File: src/rtl/alu_pkg.sv
// Shared ALU definitions: opcodes, divider states and the core state that launches a divide.
// Optional build macro used by the divider: DIV_ZERO_FASTPATH_EN.
package alu_pkg;

    localparam int DATA_BITS = 8;

    typedef logic [1:0] alu_op_t;
    localparam alu_op_t ADD = 2'b00;
    localparam alu_op_t SUB = 2'b01;
    localparam alu_op_t MUL = 2'b10;
    localparam alu_op_t DIV = 2'b11;

    typedef enum logic [1:0] {
        IDLE = 2'b00,
        BUSY = 2'b01,
        DONE = 2'b10
    } div_state_t;

    localparam logic [2:0] CORE_EXECUTE = 3'b101;

endpackage

File: src/rtl/alu_div_scheduler_if.sv
// Request/result bundle between the thread ALUs (master) and the shared divider (slave).
interface alu_div_scheduler_if #(
    parameter int N         = 4,
    parameter int DATA_BITS = 8
);
    logic [N-1:0]           req;
    logic [N*DATA_BITS-1:0] rs_flat;
    logic [N*DATA_BITS-1:0] rt_flat;
    logic [N-1:0]           done;
    logic [DATA_BITS-1:0]   quotient;
    logic [DATA_BITS-1:0]   remainder;
    logic                   busy;
    logic [$clog2(N)-1:0]   grant_id;

    modport master (
        output req, rs_flat, rt_flat,
        input  done, quotient, remainder, busy, grant_id
    );

    modport slave (
        input  req, rs_flat, rt_flat,
        output done, quotient, remainder, busy, grant_id
    );
endinterface

File: src/rtl/alu_div_scheduler_rr_arbiter.sv
// Combinational round-robin pick: first set request at or above ptr, wrapping around.
module rr_arbiter #(
    parameter int N = 4,
    parameter int W = $clog2(N)
) (
    input  logic [N-1:0] req,
    input  logic [W-1:0] ptr,
    output logic [W-1:0] sel,
    output logic         valid
);

    logic [W-1:0] idx_s;

    // Scan offsets from farthest to nearest so the nearest set bit wins.
    always_comb begin
        valid = 1'b0;
        sel   = '0;
        idx_s = '0;
        for (int k = N - 1; k >= 0; k--) begin
            idx_s = W'((int'(ptr) + k) % N);
            if (req[idx_s]) begin
                valid = 1'b1;
                sel   = idx_s;
            end else begin
                valid = valid;
            end
        end
    end

endmodule

File: src/rtl/alu_div_scheduler.sv
// Shared restoring divider with round-robin grant among thread ALUs.
// Optional macro DIV_ZERO_FASTPATH_EN: a zero divisor goes straight from grant to DONE.
module alu_div_scheduler #(
    parameter int THREADS_PER_BLOCK = 4,
    parameter int DATA_BITS         = 8
) (
    input  logic                 clk,
    input  logic                 reset,
    alu_div_scheduler_if.slave   bus
);
    import alu_pkg::*;

    localparam int N  = THREADS_PER_BLOCK;
    localparam int W  = $clog2(N);
    localparam int CW = $clog2(DATA_BITS);

    localparam logic [1:0] ST_IDLE = 2'b00;
    localparam logic [1:0] ST_BUSY = 2'b01;
    localparam logic [1:0] ST_DONE = 2'b10;

    logic [1:0]           state_r;
    logic [W-1:0]         ptr_r;
    logic [W-1:0]         grant_r;
    logic [CW-1:0]        cnt_r;
    logic [DATA_BITS-1:0] dvd_r;
    logic [DATA_BITS-1:0] dvs_r;
    logic [DATA_BITS-1:0] rem_r;
    logic [DATA_BITS-1:0] quo_r;
    logic [N-1:0]         done_r;
    logic [DATA_BITS-1:0] quo_out_r;
    logic [DATA_BITS-1:0] rem_out_r;
    logic                 busy_r;

    logic [W-1:0]         sel_s;
    logic                 valid_s;
    logic [DATA_BITS-1:0] rs_sel_s;
    logic [DATA_BITS-1:0] rt_sel_s;
    logic [DATA_BITS:0]   rem_ext_s;
    logic [DATA_BITS-1:0] diff_s;
    logic                 ge_s;

    rr_arbiter #(.N(N), .W(W)) u_arb (
        .req   (bus.req),
        .ptr   (ptr_r),
        .sel   (sel_s),
        .valid (valid_s)
    );

    // Operand mux for the thread the arbiter picked.
    always_comb begin
        rs_sel_s = '0;
        rt_sel_s = '0;
        for (int i = 0; i < N; i++) begin
            if (sel_s == W'(i)) begin
                rs_sel_s = bus.rs_flat[i*DATA_BITS +: DATA_BITS];
                rt_sel_s = bus.rt_flat[i*DATA_BITS +: DATA_BITS];
            end else begin
                rs_sel_s = rs_sel_s;
            end
        end
    end

    // One restoring step; the extra top bit keeps divisors above 2^(DATA_BITS-1) correct.
    always_comb begin
        rem_ext_s = {rem_r, dvd_r[DATA_BITS-1]};
        ge_s      = (rem_ext_s >= {1'b0, dvs_r});
        diff_s    = rem_ext_s[DATA_BITS-1:0] - dvs_r;
    end

    // Scheduler FSM, datapath and registered result outputs.
    always_ff @(posedge clk) begin
        if (!reset) begin
            state_r   <= ST_IDLE;
            ptr_r     <= '0;
            grant_r   <= '0;
            cnt_r     <= '0;
            dvd_r     <= '0;
            dvs_r     <= '0;
            rem_r     <= '0;
            quo_r     <= '0;
            done_r    <= '0;
            quo_out_r <= '0;
            rem_out_r <= '0;
            busy_r    <= 1'b0;
        end else begin
            done_r <= '0;
            case (state_r)
                ST_IDLE: begin
                    if (valid_s) begin
                        grant_r <= sel_s;
                        dvd_r   <= rs_sel_s;
                        dvs_r   <= rt_sel_s;
                        rem_r   <= '0;
                        quo_r   <= '0;
                        cnt_r   <= '0;
                        busy_r  <= 1'b1;
`ifdef DIV_ZERO_FASTPATH_EN
                        if (rt_sel_s == '0) begin
                            quo_r   <= '1;
                            rem_r   <= rs_sel_s;
                            state_r <= ST_DONE;
                        end else begin
                            state_r <= ST_BUSY;
                        end
`else
                        state_r <= ST_BUSY;
`endif
                    end else begin
                        state_r <= ST_IDLE;
                    end
                end
                ST_BUSY: begin
                    rem_r <= ge_s ? diff_s : rem_ext_s[DATA_BITS-1:0];
                    quo_r <= {quo_r[DATA_BITS-2:0], ge_s};
                    dvd_r <= {dvd_r[DATA_BITS-2:0], 1'b0};
                    cnt_r <= cnt_r + CW'(1);
                    if (cnt_r == CW'(DATA_BITS - 1)) begin
                        state_r <= ST_DONE;
                    end else begin
                        state_r <= ST_BUSY;
                    end
                end
                ST_DONE: begin
                    done_r    <= {{(N-1){1'b0}}, 1'b1} << grant_r;
                    quo_out_r <= quo_r;
                    rem_out_r <= rem_r;
                    busy_r    <= 1'b0;
                    ptr_r     <= (grant_r == W'(N - 1)) ? '0 : grant_r + W'(1);
                    state_r   <= ST_IDLE;
                end
                default: begin
                    state_r <= ST_IDLE;
                    busy_r  <= 1'b0;
                end
            endcase
        end
    end

    assign bus.done      = done_r;
    assign bus.quotient  = quo_out_r;
    assign bus.remainder = rem_out_r;
    assign bus.busy      = busy_r;
    assign bus.grant_id  = grant_r;

endmodule

File: src/flat_wrapper.sv
// flat-port wrapper written by rule: the top's interface ports become plain ports
module alu_div_scheduler_flat import alu_pkg::*;
#(
    parameter int THREADS_PER_BLOCK = 4,
    parameter int DATA_BITS         = 8
)
  (clk, reset, bus_req, bus_rs_flat, bus_rt_flat, bus_done, bus_quotient, bus_remainder, bus_busy, bus_grant_id);
  alu_div_scheduler_if #(.N(4), .DATA_BITS(DATA_BITS)) bus_i ();
  input  logic clk;
  input  logic reset;
  input wire logic [$bits(bus_i.req)-1:0] bus_req;
  input wire logic [$bits(bus_i.rs_flat)-1:0] bus_rs_flat;
  input wire logic [$bits(bus_i.rt_flat)-1:0] bus_rt_flat;
  output wire logic [$bits(bus_i.done)-1:0] bus_done;
  output wire logic [$bits(bus_i.quotient)-1:0] bus_quotient;
  output wire logic [$bits(bus_i.remainder)-1:0] bus_remainder;
  output wire logic [$bits(bus_i.busy)-1:0] bus_busy;
  output wire logic [$bits(bus_i.grant_id)-1:0] bus_grant_id;
  assign bus_i.req = bus_req;
  assign bus_i.rs_flat = bus_rs_flat;
  assign bus_i.rt_flat = bus_rt_flat;
  assign bus_done = bus_i.done;
  assign bus_quotient = bus_i.quotient;
  assign bus_remainder = bus_i.remainder;
  assign bus_busy = bus_i.busy;
  assign bus_grant_id = bus_i.grant_id;
  alu_div_scheduler #(.THREADS_PER_BLOCK(THREADS_PER_BLOCK), .DATA_BITS(DATA_BITS)) u_core (.clk(clk), .reset(reset), .bus(bus_i));
endmodule
File: config.mk
export PLATFORM = sky130hd
export DESIGN_NAME = alu_div_scheduler_flat
export DESIGN_NICKNAME = d
export VERILOG_FILES = /design/src/rtl/alu_pkg.sv /design/src/rtl/alu_div_scheduler_if.sv /design/src/rtl/alu_div_scheduler_rr_arbiter.sv /design/src/rtl/alu_div_scheduler.sv /design/src/flat_wrapper.sv
export SDC_FILE = /design/constraint.sdc
export NUM_CORES = 1
export LEC_CHECK = 0
export ABC_AREA = 1
export BUFFER_PORTS_ARGS = -buffer_cell sky130_fd_sc_hd__buf_2
export CORE_AREA = 3 3 89 91
export DETAILED_ROUTE_END_ITERATION = 12
export DIE_AREA = 0 0 92 94
export PLACE_DENSITY = 0.83
export REMOVE_ABC_BUFFERS = 1
export SETUP_SLACK_MARGIN = 0.02
export SLEW_MARGIN = 30
export SYNTH_ARGS = -nofsm -noshare
export SYNTH_HDL_FRONTEND = slang
export SYNTH_SLANG_ARGS = --single-unit
File: constraint.sdc
create_clock -name clk -period 1.8 [get_ports clk]
set_input_delay 0.09 -clock clk [delete_from_list [all_inputs] [get_ports clk]]
set_output_delay 0.09 -clock clk [all_outputs]
set_load 0.05 [all_outputs]
# Word-level counts from Yosys, hierarchy flattened
# Index checks and enable logic that the tools add are counted.
# totals
reg_bits	62
in_bits	70
out_inout_bits	23
elab_cells	78
# classes
n_addsub	6
order_cmp	5
n_eq_ne	8
n_shift	1
muxes	38
n_bitwise	1
reduce_logical	7
# op_table
op	count
8-bit 2-to-1 mux	11
8-bit one-hot mux with 2 select lines	3
2-bit by 3-bit less-than comparator with 1-bit output (second input constant)	4
2-bit 2-to-1 mux	6
1-bit 2-to-1 mux	10
9-bit by 8-bit greater-or-equal comparator with 1-bit output	1
1-bit binary-select mux with 2-bit select	4
2-bit == test (second input constant)	4
2-bit AND reduction	4
8-bit subtractor	1
3-bit one-hot mux with 2 select lines	1
2-bit by 1-bit adder with 2-bit output (second input constant)	2
2-bit adder (second input constant)	2
2-bit by 1-bit == test with 1-bit output (second input constant)	2
2-bit zero test	2
2-bit one-hot mux with 2 select lines	1
1-bit by 2-bit << shifter with 4-bit output (first input constant)	1
3-bit by 1-bit adder with 3-bit output (second input constant)	1
3-bit == test (second input constant)	1
3-bit 2-to-1 mux	1
2-bit != test (second input constant)	1
1-bit one-hot mux with 2 select lines	1
2-bit nonzero test	1
1-bit NOT	1

# Depth between registers and ports, before layout
# Gate-level depths: netlist of run 1.
# depth
ltp_word	14
mapped_depth	16
depth_no_buf	16

# Hierarchy
# Synthesis of run 1 repeated with hierarchy kept, for this count alone.
# unflattened
cells_unflattened	478
hier_area_um2	3413.3
# by_module_without_submodules
mod	n_inst	cells_each	area_per_inst_um2	seq_area_each_um2
alu_div_scheduler	1	434	3198.1	1241.2
rr_arbiter	1	44	215.2	0.0

# Worst setup path before layout of run 1
# Ideal clock, no wire load.
# synth_path
kind	reg-to-reg
from	register u_core.dvs_r[2]
to	register u_core.rem_r[2]
arrival_time_ns	1.738
slack_ns	-0.072
path_stages_with_launch	13
cell_sequence	dfxtp_1 inv_1 ha_1 nand2_1 o21ai_0 nand2_1 nand2_1 nand2_1 nand2_1 buf_2 a21oi_1 o21ai_0 a21oi_1
# synth_between
elab_chain_len	3
word_cells_on_any_way	4
classes_between	add/sub: 1; order compare: 1; mux: 2
# synth_rtl
item	line	source
from (decl)	alu_div_scheduler.sv:26	logic [DATA_BITS-1:0] dvs_r;
from (signal assigned)	alu_div_scheduler.sv:92	dvs_r <= rt_sel_s;
8-bit subtractor or 9-bit by 8-bit greater-or-equal comparator with 1-bit output (tied branches)	alu_div_scheduler.sv:67, alu_div_scheduler.sv:66	
8-bit 2-to-1 mux (*)	alu_div_scheduler.sv:113	rem_r <= ge_s ? diff_s : rem_ext_s[DATA_BITS-1:0];
8-bit one-hot mux with 2 select lines (*)	alu_div_scheduler.sv:87	case (state_r)
to (signal assigned)	alu_div_scheduler.sv:113	
to (decl)	alu_div_scheduler.sv:27	logic [DATA_BITS-1:0] rem_r;
# Every way passes the cells marked *; elsewhere a longest branch is shown, timed or not.
# A chain may end at the register's enable or synchronous reset.

# Worst setup path in the final report of run 1
# layout_path
from	register u_core.dvd_r[7]
to	register u_core.rem_r[6]
# layout_between
elab_chain_len	3
word_cells_on_any_way	4
classes_between	add/sub: 1; order compare: 1; mux: 2
# layout_rtl
item	line	source
from (decl)	alu_div_scheduler.sv:25	logic [DATA_BITS-1:0] dvd_r;
from (signal assigned)	alu_div_scheduler.sv:91	dvd_r <= rs_sel_s;
from (signal assigned)	alu_div_scheduler.sv:115	dvd_r <= {dvd_r[DATA_BITS-2:0], 1'b0};
8-bit subtractor or 9-bit by 8-bit greater-or-equal comparator with 1-bit output (tied branches)	alu_div_scheduler.sv:67, alu_div_scheduler.sv:66	
8-bit 2-to-1 mux (*)	alu_div_scheduler.sv:113	
8-bit one-hot mux with 2 select lines (*)	alu_div_scheduler.sv:87	
# Marked as above.

==> qor.log, run 1 <==
[outcome] status finished, violations left
[outcome] violations in the final reports negative setup slack
[final_layout] final cell utilization of the core 0.7015
[worst_hold_path] source of the worst hold timing path bus_rt_flat[31]
[sta] maximum clock skew at final layout 0.008596 ns
[sta] time the final worst path needs with I/O delays and setup 1.931 ns
[yosys] top cells by area, synth dfxtp_1 (36%), nand2_1 (14%), a21oi_1 (6.3%), nor2_1 (5.8%), o21ai_0 (5.7%)
[routing] number of DRC violations after detailed-routing iteration 0 243
[final_layout] Layout Nets 728
[routing] wire length per cell after detailed routing 14.49 µm
[placement] post-place instance area 4198 µm²
[clock_tree] number of levels the H-tree was split into 3
[yosys] ys async rst share 0
[floorplanning] I/O pin cnt 93
[sta] final-report hold violation count 0
[grt] pin count of the biggest net entering global routing 30
[routing] detailed-route via count 3881
[pwr] Leak 2.463 nW
[worst_setup_path] Data arrival, critical path 2.19 ns
[sta] remaining max-slew budget at the tightest pin 0.5510
[grt] number of antenna violations at the first check in global routing 0
[yosys] fraction of synthesized cell area taken by the top area cell type 0.3624
[yosys] Avg Synthesized Cell Area 6.835 µm²
[yosys] synthesized cell area 3425 µm²
[grt] total global routing track utilization 0.2265
[sta] setup total negative slack -0.9494 ns
[floorplanning] area of the die 8648 µm²
[sta] fin. max-slew vios 0
[yosys] library cell occupying the most area in the post-synthesis netlist dfxtp_1
[placement] post-DP HPWL 6.505 mm
[worst_setup_path] crit path max fanout 2
[clock_tree] TritonCTS Buffers 9
[final_layout] area of all placed cells without fillers 5061 µm²
[grt] remaining global-route overflow 0
[worst_setup_path] category of the worst setup path capture point flip-flop
[sta] # setup viols final 23
[routing] count of antenna-violating nets left after detailed routing 0
[clock_tree] Hold-fix buffers, CTS 0
[sta] final critical-path setup slack -0.1315 ns
[job] Max-cap violations 0
[worst_setup_path] worst setup path class reg2reg
[sta] setup repair after global routing missed its margin true
[clock_tree] clock transition at the registers of the reported paths 0.07 ns
[clock_tree] CTS tree built
[final_layout] total inserted antenna cells 0
[routing] number of remaining DRC errors 0
[placement] number of buffers inserted by port buffering 92
[floorplanning] die outline width 92 µm
[worst_setup_path] worst reg-to-reg setup slack -0.13 ns
[pwr] largest vdd supply drop 0.6156 mV
[floorplanning] height of the die 94 µm
[yosys] Syn. warnings 0
[yosys] top post-synthesis cells by count nand2_1 (130), dfxtp_1 (62), nor2_1 (53)
[sta] ratio of final minimum period to clock period 1.073
[yosys] count of unique library cells instantiated by Yosys 37
[placement] placer congestion estimate 0.9634
[floorplanning] placement row count 31
[yosys] number of synthesized flops with an enable pin 0
[final_layout] share of cells above drive strength 1 0.4200
[yosys] synthesized instance count 501
[routing] number of vias per cell 5.182
[worst_setup_path] depth of the worst register-to-register path 12
[floorplanning] Initial Utilization 0.4747
[yosys] most used flip-flop cell after synthesis dfxtp_1
[final_layout] layout overhead on the synthesized area 47.79%
[sta] fmax 0.5177 GHz
[clock_tree] Root Buffer Master clkbuf_8
[grt] first-pass GRT wire length 15.96 mm
[clock_tree] clock tree sinks 62
[yosys] top-count cell post-synth nand2_1
[clock_tree] clock latency of the later-clocked register in the worst-skew pair 0.34 ns
[sta] Post-Route Hold Slack 0.05105 ns
[grt] via count of the first global-routing pass 3619
[worst_hold_path] cell depth of the worst hold path 5
[floorplanning] area of the placeable core 7214 µm²
[yosys] sequential share of the synthesized area 0.3624
[final_layout] Cell Count, Final, Fillers Out 749
[routing] overall routed net length 10.85 mm
[worst_setup_path] Required @ worst endpoint 2.06 ns
[sta] transition time of the tightest slew-check pin 0.6727 ns
[worst_hold_path] kind of path behind the tightest hold check in2reg
[worst_hold_path] destination of the worst hold path u_core.dvs_r[7]$_SDFFE_PN0P_
[clock_tree] Clock Tree Buf Depth 2
[routing] first-pass iteration count of the detailed router 5
[pwr] power density over the cells 1179 nW/µm²
[yosys] number of synthesized register bits 62
[worst_setup_path] terminus of the critical flop-to-flop path u_core.rem_r[6]$_SDFFE_PN0P_
[worst_setup_path] startpoint type of the worst setup path flip-flop
[placement] total placed cells including tap cells 710
[worst_setup_path] Crit Reg-Reg Startpoint u_core.dvd_r[7]$_SDFFE_PN0P_
-- state kept, by name (all words and copies together), names as in the netlist, 3 cells and up --
| name | cells |
|---|---|
| u_core.bus.done | 4 |
| u_core.bus.quotient | 8 |
| u_core.dvd_r | 8 |
| u_core.rem_r | 8 |
| u_core.cnt_r | 3 |
| u_core.bus.remainder | 8 |
| u_core.quo_r | 8 |
| u_core.dvs_r | 8 |
-- worst max-delay path by stage --
| stage | startpoint | endpoint | slack [ns] | depth (start not counted) |
|---|---|---|---|---|
| floorplan | u_core.ptr_r[0]$_SDFFE_PN0N_ | u_core.dvd_r[1]$_SDFFE_PN0P_ | -0.23 | 11 |
| global placement | u_core.dvs_r[2]$_SDFFE_PN0P_ | u_core.rem_r[4]$_SDFFE_PN0P_ | -0.10 | 12 |
| detailed placement | u_core.dvs_r[2]$_SDFFE_PN0P_ | u_core.rem_r[4]$_SDFFE_PN0P_ | -0.17 | 12 |
| CTS | u_core.dvd_r[7]$_SDFFE_PN0P_ | u_core.rem_r[6]$_SDFFE_PN0P_ | -0.01 | 12 |
| global route | u_core.dvd_r[7]$_SDFFE_PN0P_ | u_core.rem_r[6]$_SDFFE_PN0P_ | -0.24 | 12 |
| finish | u_core.dvd_r[7]$_SDFFE_PN0P_ | u_core.rem_r[6]$_SDFFE_PN0P_ | -0.13 | 12 |
-- per-layer routing --
layer,wire (µm),track usage
met1,4591,0.2771
met2,5299,0.3887
met3,677,0.04888
met4,283,0.08787
met5,0,0
-- layout by cell type, fill, tap and decap left out, types with 3 or more instances in the layout --
cell type  Yosys  layout
o21ai_0       39      29
ha_1          11       4
xor2_1         4       4
nand3_1       28      23
nor2_4         1       3
buf_2          2      93
nor2_2         0       4
buf_6          3       8
nand2_4        3      16
nand3_2        1       5
inv_4          1       4
ha_4           0       7
nand2_2        8      23
o21ai_4        0       3
inv_1         49      41
nand4_1       14      14
a21oi_2        4      12
dfxtp_4        0       3
clkbuf_8       1      12
a21oi_1       43      34
dfxtp_2        0       7
nor3_1         5       3
inv_2          5       8
dfxtp_1       62      52
nor2_1        53      48
o21ai_1        0       9
o22ai_1        6       6
buf_4          2      44
nand2_1      130     103
buf_12         0       3
-- worst max-delay path: stages, from the launching register on --
cell and delay [ns]:
dfxtp_2 0.33, inv_2 0.05, ha_4 0.16, fa_2 0.35, nand3b_1 0.19, nand2_1 0.08, nand2_1 0.08, nand2_1 0.09
a21oi_2 0.06, xor2_1 0.14, a21oi_1 0.13, o21ai_1 0.08, a21oi_1 0.11
-- cell families after synthesis --
| family | synth area share |
|---|---|
| AOI/OAI and AO/OA | 0.1575 |
| and+or+nand+nor | 0.3285 |
| adders and majority gates | 0.04604 |
| DFF | 0.3624 |
| buffers and inverters | 0.09536 |
| xor gates and xnor gates | 0.01023 |
-- stage by stage --
step | power, W | setup WS (ns)
floorplan | 0.002773 | -0.2263
global placement | 0.003540 | -0.1010
detailed placement | 0.003583 | -0.1750
CTS | 0.005192 | -0.01387
global route | 0.006287 | -0.2445
finish | 0.005966 | -0.1315
-- report_power, final --
part | leakage, nW | switching, W | total, W | internal, W
clock | 0.104 | 0.000557 | 0.00130 | 0.000743
combinational | 1.85 | 0.00152 | 0.00300 | 0.00147
sequential | 0.510 | 0.000147 | 0.00167 | 0.00152
-- area by class of cell --
cell class	instances	area, µm²
clock inverter	3	42.54
timing repair buffer	150	985.9
inverter	56	232.7
sequential	62	1261
tap	99	123.9
multi-input combinational	367	2250
clock buffer	12	165.2
fill	574	2153
-- repair_timing --
item / 4_1_cts / 5_1_grt
cloned: 3 / 2
endpoints found under the setup margin: 33 / 36
setup buffers: 10 / 10
resized for setup: 48 / 79
pin swaps: 17 / 48
Power figures use the tool's default switching activity.
==> inputs of run 2 (changes only) <==
--- a/config.mk
+++ b/config.mk
@@ -7,13 +7,13 @@
 export LEC_CHECK = 0
 export ABC_AREA = 1
 export BUFFER_PORTS_ARGS = -buffer_cell sky130_fd_sc_hd__buf_2
-export CORE_AREA = 3 3 89 91
+export CORE_AREA = 2 2 88 90
 export DETAILED_ROUTE_END_ITERATION = 12
-export DIE_AREA = 0 0 92 94
+export DIE_AREA = 0 0 90 92
 export PLACE_DENSITY = 0.83
 export REMOVE_ABC_BUFFERS = 1
 export SETUP_SLACK_MARGIN = 0.02
-export SLEW_MARGIN = 30
+export SLEW_MARGIN = 20
 export SYNTH_ARGS = -nofsm -noshare
 export SYNTH_HDL_FRONTEND = slang
 export SYNTH_SLANG_ARGS = --single-unit
==> run 2 against run 1 <==
  * The flow still finishes with violations (negative setup slack)
  * Setup slack lost 0.013 ns
  * Clock power shrank 10%
  * Combinational power shrank 7.3%
  * Wire length shrank 4.3%
  * Total power shrank 6.0%
  * Hold slack gained 0.0099 ns
  * Utilization shrank 3.1 points
  * Via count is essentially flat
  * Critical endpoint unchanged
  * Highest routed layer unchanged
==> qor.log, run 2 (synthesis results as in run 1) <==
[outcome] status finished, violations left
[outcome] violations in the final reports negative setup slack
[final_layout] commonest non-fill, non-tap cell in the layout nand2_1
[final_layout] total inserted antenna cells 0 [unchanged]
[clock_tree] number of levels the H-tree was split into 3 [unchanged]
[pwr] power density over the cells 1123 nW/µm² [-4.7%]
[worst_setup_path] crit path max fanout 2 [unchanged]
[sta] final-report hold violation count 0 [unchanged]
[sta] Post-Route Hold Slack 0.06095 ns [+0.009898 ns]
[grt] total global routing track utilization 0.2226 [-0.003867]
[routing] wire length per cell after detailed routing 13.89 µm [-4.1%]
[grt] number of antenna violations at the first check in global routing 0 [unchanged]
[clock_tree] clock latency of the later-clocked register in the worst-skew pair 0.34 ns [about the same]
[pwr] total net switching power 0.002092 W [-6.1%]
[sta] fin. max-slew vios 0 [unchanged]
[clock_tree] TritonCTS Buffers 9 [unchanged]
[final_layout] share of cells above drive strength 1 0.4025 [-0.01752]
[clock_tree] clock tree sinks 62 [unchanged]
[worst_setup_path] Required @ worst endpoint 2.06 ns [about the same]
[grt] remaining global-route overflow 0 [unchanged]
[clock_tree] clock transition at the registers of the reported paths 0.07 ns [about the same]
[worst_setup_path] Buf/Inv on CP 1 [unchanged]
[floorplanning] Initial Utilization 0.4598 [-0.01483]
[pwr] Net Sw Frac 0.3729 [-0.0004187]
[worst_setup_path] worst setup path class reg2reg
[routing] number of vias per cell 5.190 [+0.16%]
[routing] number of DRC violations after detailed-routing iteration 0 203 [-16%]
[routing] detailed-route via count 3882 [+0.026%]
[worst_setup_path] Data arrival, critical path 2.21 ns [+0.02 ns]
[floorplanning] I/O pin cnt 93 [unchanged]
[clock_tree] Clock Tree Buf Depth 2 [unchanged]
[sta] remaining max-slew budget at the tightest pin 0.6711 [+0.1201]
[grt] first-pass GRT wire length 15.35 mm [-3.8%]
[routing] first-pass iteration count of the detailed router 5 [unchanged]
[worst_hold_path] kind of path behind the tightest hold check in2reg
[sta] transition time of the tightest slew-check pin 0.4903 ns [-0.1825 ns]
[worst_setup_path] critical path's top delay family adder cells
[sta] # setup viols final 22 [-4.3%]
[pwr] sequential fraction of design power 0.296 [+0.016]
[final_layout] filler cell count 622 [+8.4%]
[placement] worst-case setup slack after placement -0.1682 ns [+0.006805 ns]
[job] Max-cap violations 0 [unchanged]
[sta] setup repair after global routing missed its margin true
[final_layout] layout overhead on the synthesized area 45.89%
[sta] time the final worst path needs with I/O delays and setup 1.944 ns [+0.01279 ns]
[placement] post-DP HPWL 6.450 mm [-0.84%]
[floorplanning] placement row count 32 [+3.2%]
[pwr] largest vdd supply drop 0.5332 mV [-13%]
[grt] via count of the first global-routing pass 3574 [-1.2%]
[routing] overall routed net length 10.39 mm [-4.3%]
[floorplanning] area of the placeable core 7447 µm² [+3.2%]
[clock_tree] Hold-fix buffers, CTS 0 [unchanged]
[sta] maximum clock skew at final layout 0.01477 ns [+0.006178 ns]
[sta] fmax 0.5143 GHz [-0.66%]
[pwr] Internal 0.003519 W [-5.9%]
[floorplanning] die outline width 90 µm [-2.2%]
[final_layout] Layout Nets 726 [-0.27%]
[sta] ratio of final minimum period to clock period 1.080 [+0.007104]
[pwr] share of total power in combinational logic 0.495 [-0.008]
[clock_tree] CTS tree built
[worst_setup_path] maximum cell stage delay along the critical path 0.35 ns [about the same]
[sta] final critical-path setup slack -0.1442 ns [-0.01279 ns]
[pwr] part of the total power dissipated in the clock network 0.209 [-0.009]
[routing] count of antenna-violating nets left after detailed routing 0 [unchanged]
[worst_setup_path] library cell contributing the largest single delay on the critical path fa_2
[placement] total placed cells including tap cells 717 [+0.99%]
[floorplanning] area of the die 8280 µm² [-4.3%]
[worst_setup_path] cell chain of the critical path inv_2, ha_4, fa_2, nand3b_1, nand2_1, nand2_2, nand2_2, a21oi_2, xor2_1, a21oi_1, o21ai_1, a21oi_1
[worst_setup_path] startpoint type of the worst setup path flip-flop
[floorplanning] height of the die 92 µm [-2.1%]
[final_layout] top library cells by usage in the layout, fill and taps aside nand2_1 (102), buf_2 (92), dfxtp_1 (55), nor2_1 (50), buf_4 (47)
[pwr] overall power of the completed layout 0.005611 W [-6.0%]
[pwr] Leak 2.428 nW [-1.4%]
[final_layout] Cell Count, Final, Fillers Out 748 [-0.13%]
[placement] number of buffers inserted by port buffering 92 [unchanged]
[worst_setup_path] category of the worst setup path capture point flip-flop
[routing] number of remaining DRC errors 0 [unchanged]
[placement] placer congestion estimate 0.8218 [-15%]
[clock_tree] Root Buffer Master clkbuf_8
[grt] pin count of the biggest net entering global routing 30 [unchanged]
run 2: power groups by stage:
| stage | combinational, W | clock [W] | sequential, W |
|---|---|---|---|
| after floorplan | 0.00113 | 0 | 0.00165 |
| after global placement | 0.00190 | 0 | 0.00164 |
| after detailed placement | 0.00195 | 0 | 0.00164 |
| after CTS | 0.00215 | 0.00117 | 0.00162 |
| after global routing | 0.00300 | 0.00125 | 0.00167 |
| final | 0.00278 | 0.00117 | 0.00166 |
run 2: worst paths after layout:
check,from,endpoint,slack (ns),cells after the start
setup / recovery,u_core.dvd_r[7]$_SDFFE_PN0P_,u_core.rem_r[6]$_SDFFE_PN0P_,-0.14,12
hold / removal,bus_rt_flat[28],u_core.dvs_r[4]$_SDFFE_PN0P_,0.06,5
hold reg to reg,u_core.cnt_r[2]$_SDFFE_PN0P_,u_core.cnt_r[2]$_SDFFE_PN0P_,0.47,2
setup reg to reg,u_core.dvd_r[7]$_SDFFE_PN0P_,u_core.rem_r[6]$_SDFFE_PN0P_,-0.14,12
run 2: metrics by stage:
step	TNS, ns	utilization	area, µm²
3_3_place_gp	-0.1698	0.5649	4207
5_1_grt	-3.638	0.6709	4996
4_1_cts	-0.06457	0.6164	4591
6_report	-0.8516	0.6709	4996
2_1_floorplan	-2.960	-	3311
3_5_place_dp	-2.908	0.5649	4207
run 2: layout make-up:
class | count | area (µm²) | area share
multi-input combinational | 366 | 2271 | 0.4545
clock buffer | 11 | 141.4 | 0.02830
tap | 102 | 127.6 | 0.02554
clock inverter | 2 | 35.03 | 0.007012
timing repair buffer | 149 | 943.4 | 0.1888
inverter | 56 | 222.7 | 0.04458
sequential | 62 | 1255 | 0.2512
run 2: layer usage:
metal  share of wire  track usage
met3           0.054      0.04684
met1            0.43       0.2604
met2            0.50       0.4023
met5               0            0
met4           0.020      0.07949
run 2: repair_timing:
action | CTS | global route
resized for setup | 29 | 84
cloned | 2 | 1
pin swaps | 11 | 52
buffers inserted | 9 | 6
endpoints found under the setup margin | 35 | 36
run 2: worst register-to-register path, cell delays in order (launching register included):
cell and delay [ns]:
dfxtp_2 0.33, inv_2 0.05, ha_4 0.16, fa_2 0.35, nand3b_1 0.21, nand2_1 0.11
nand2_2 0.07, nand2_2 0.08, a21oi_2 0.06, xor2_1 0.14, a21oi_1 0.11, o21ai_1 0.07
a21oi_1 0.13
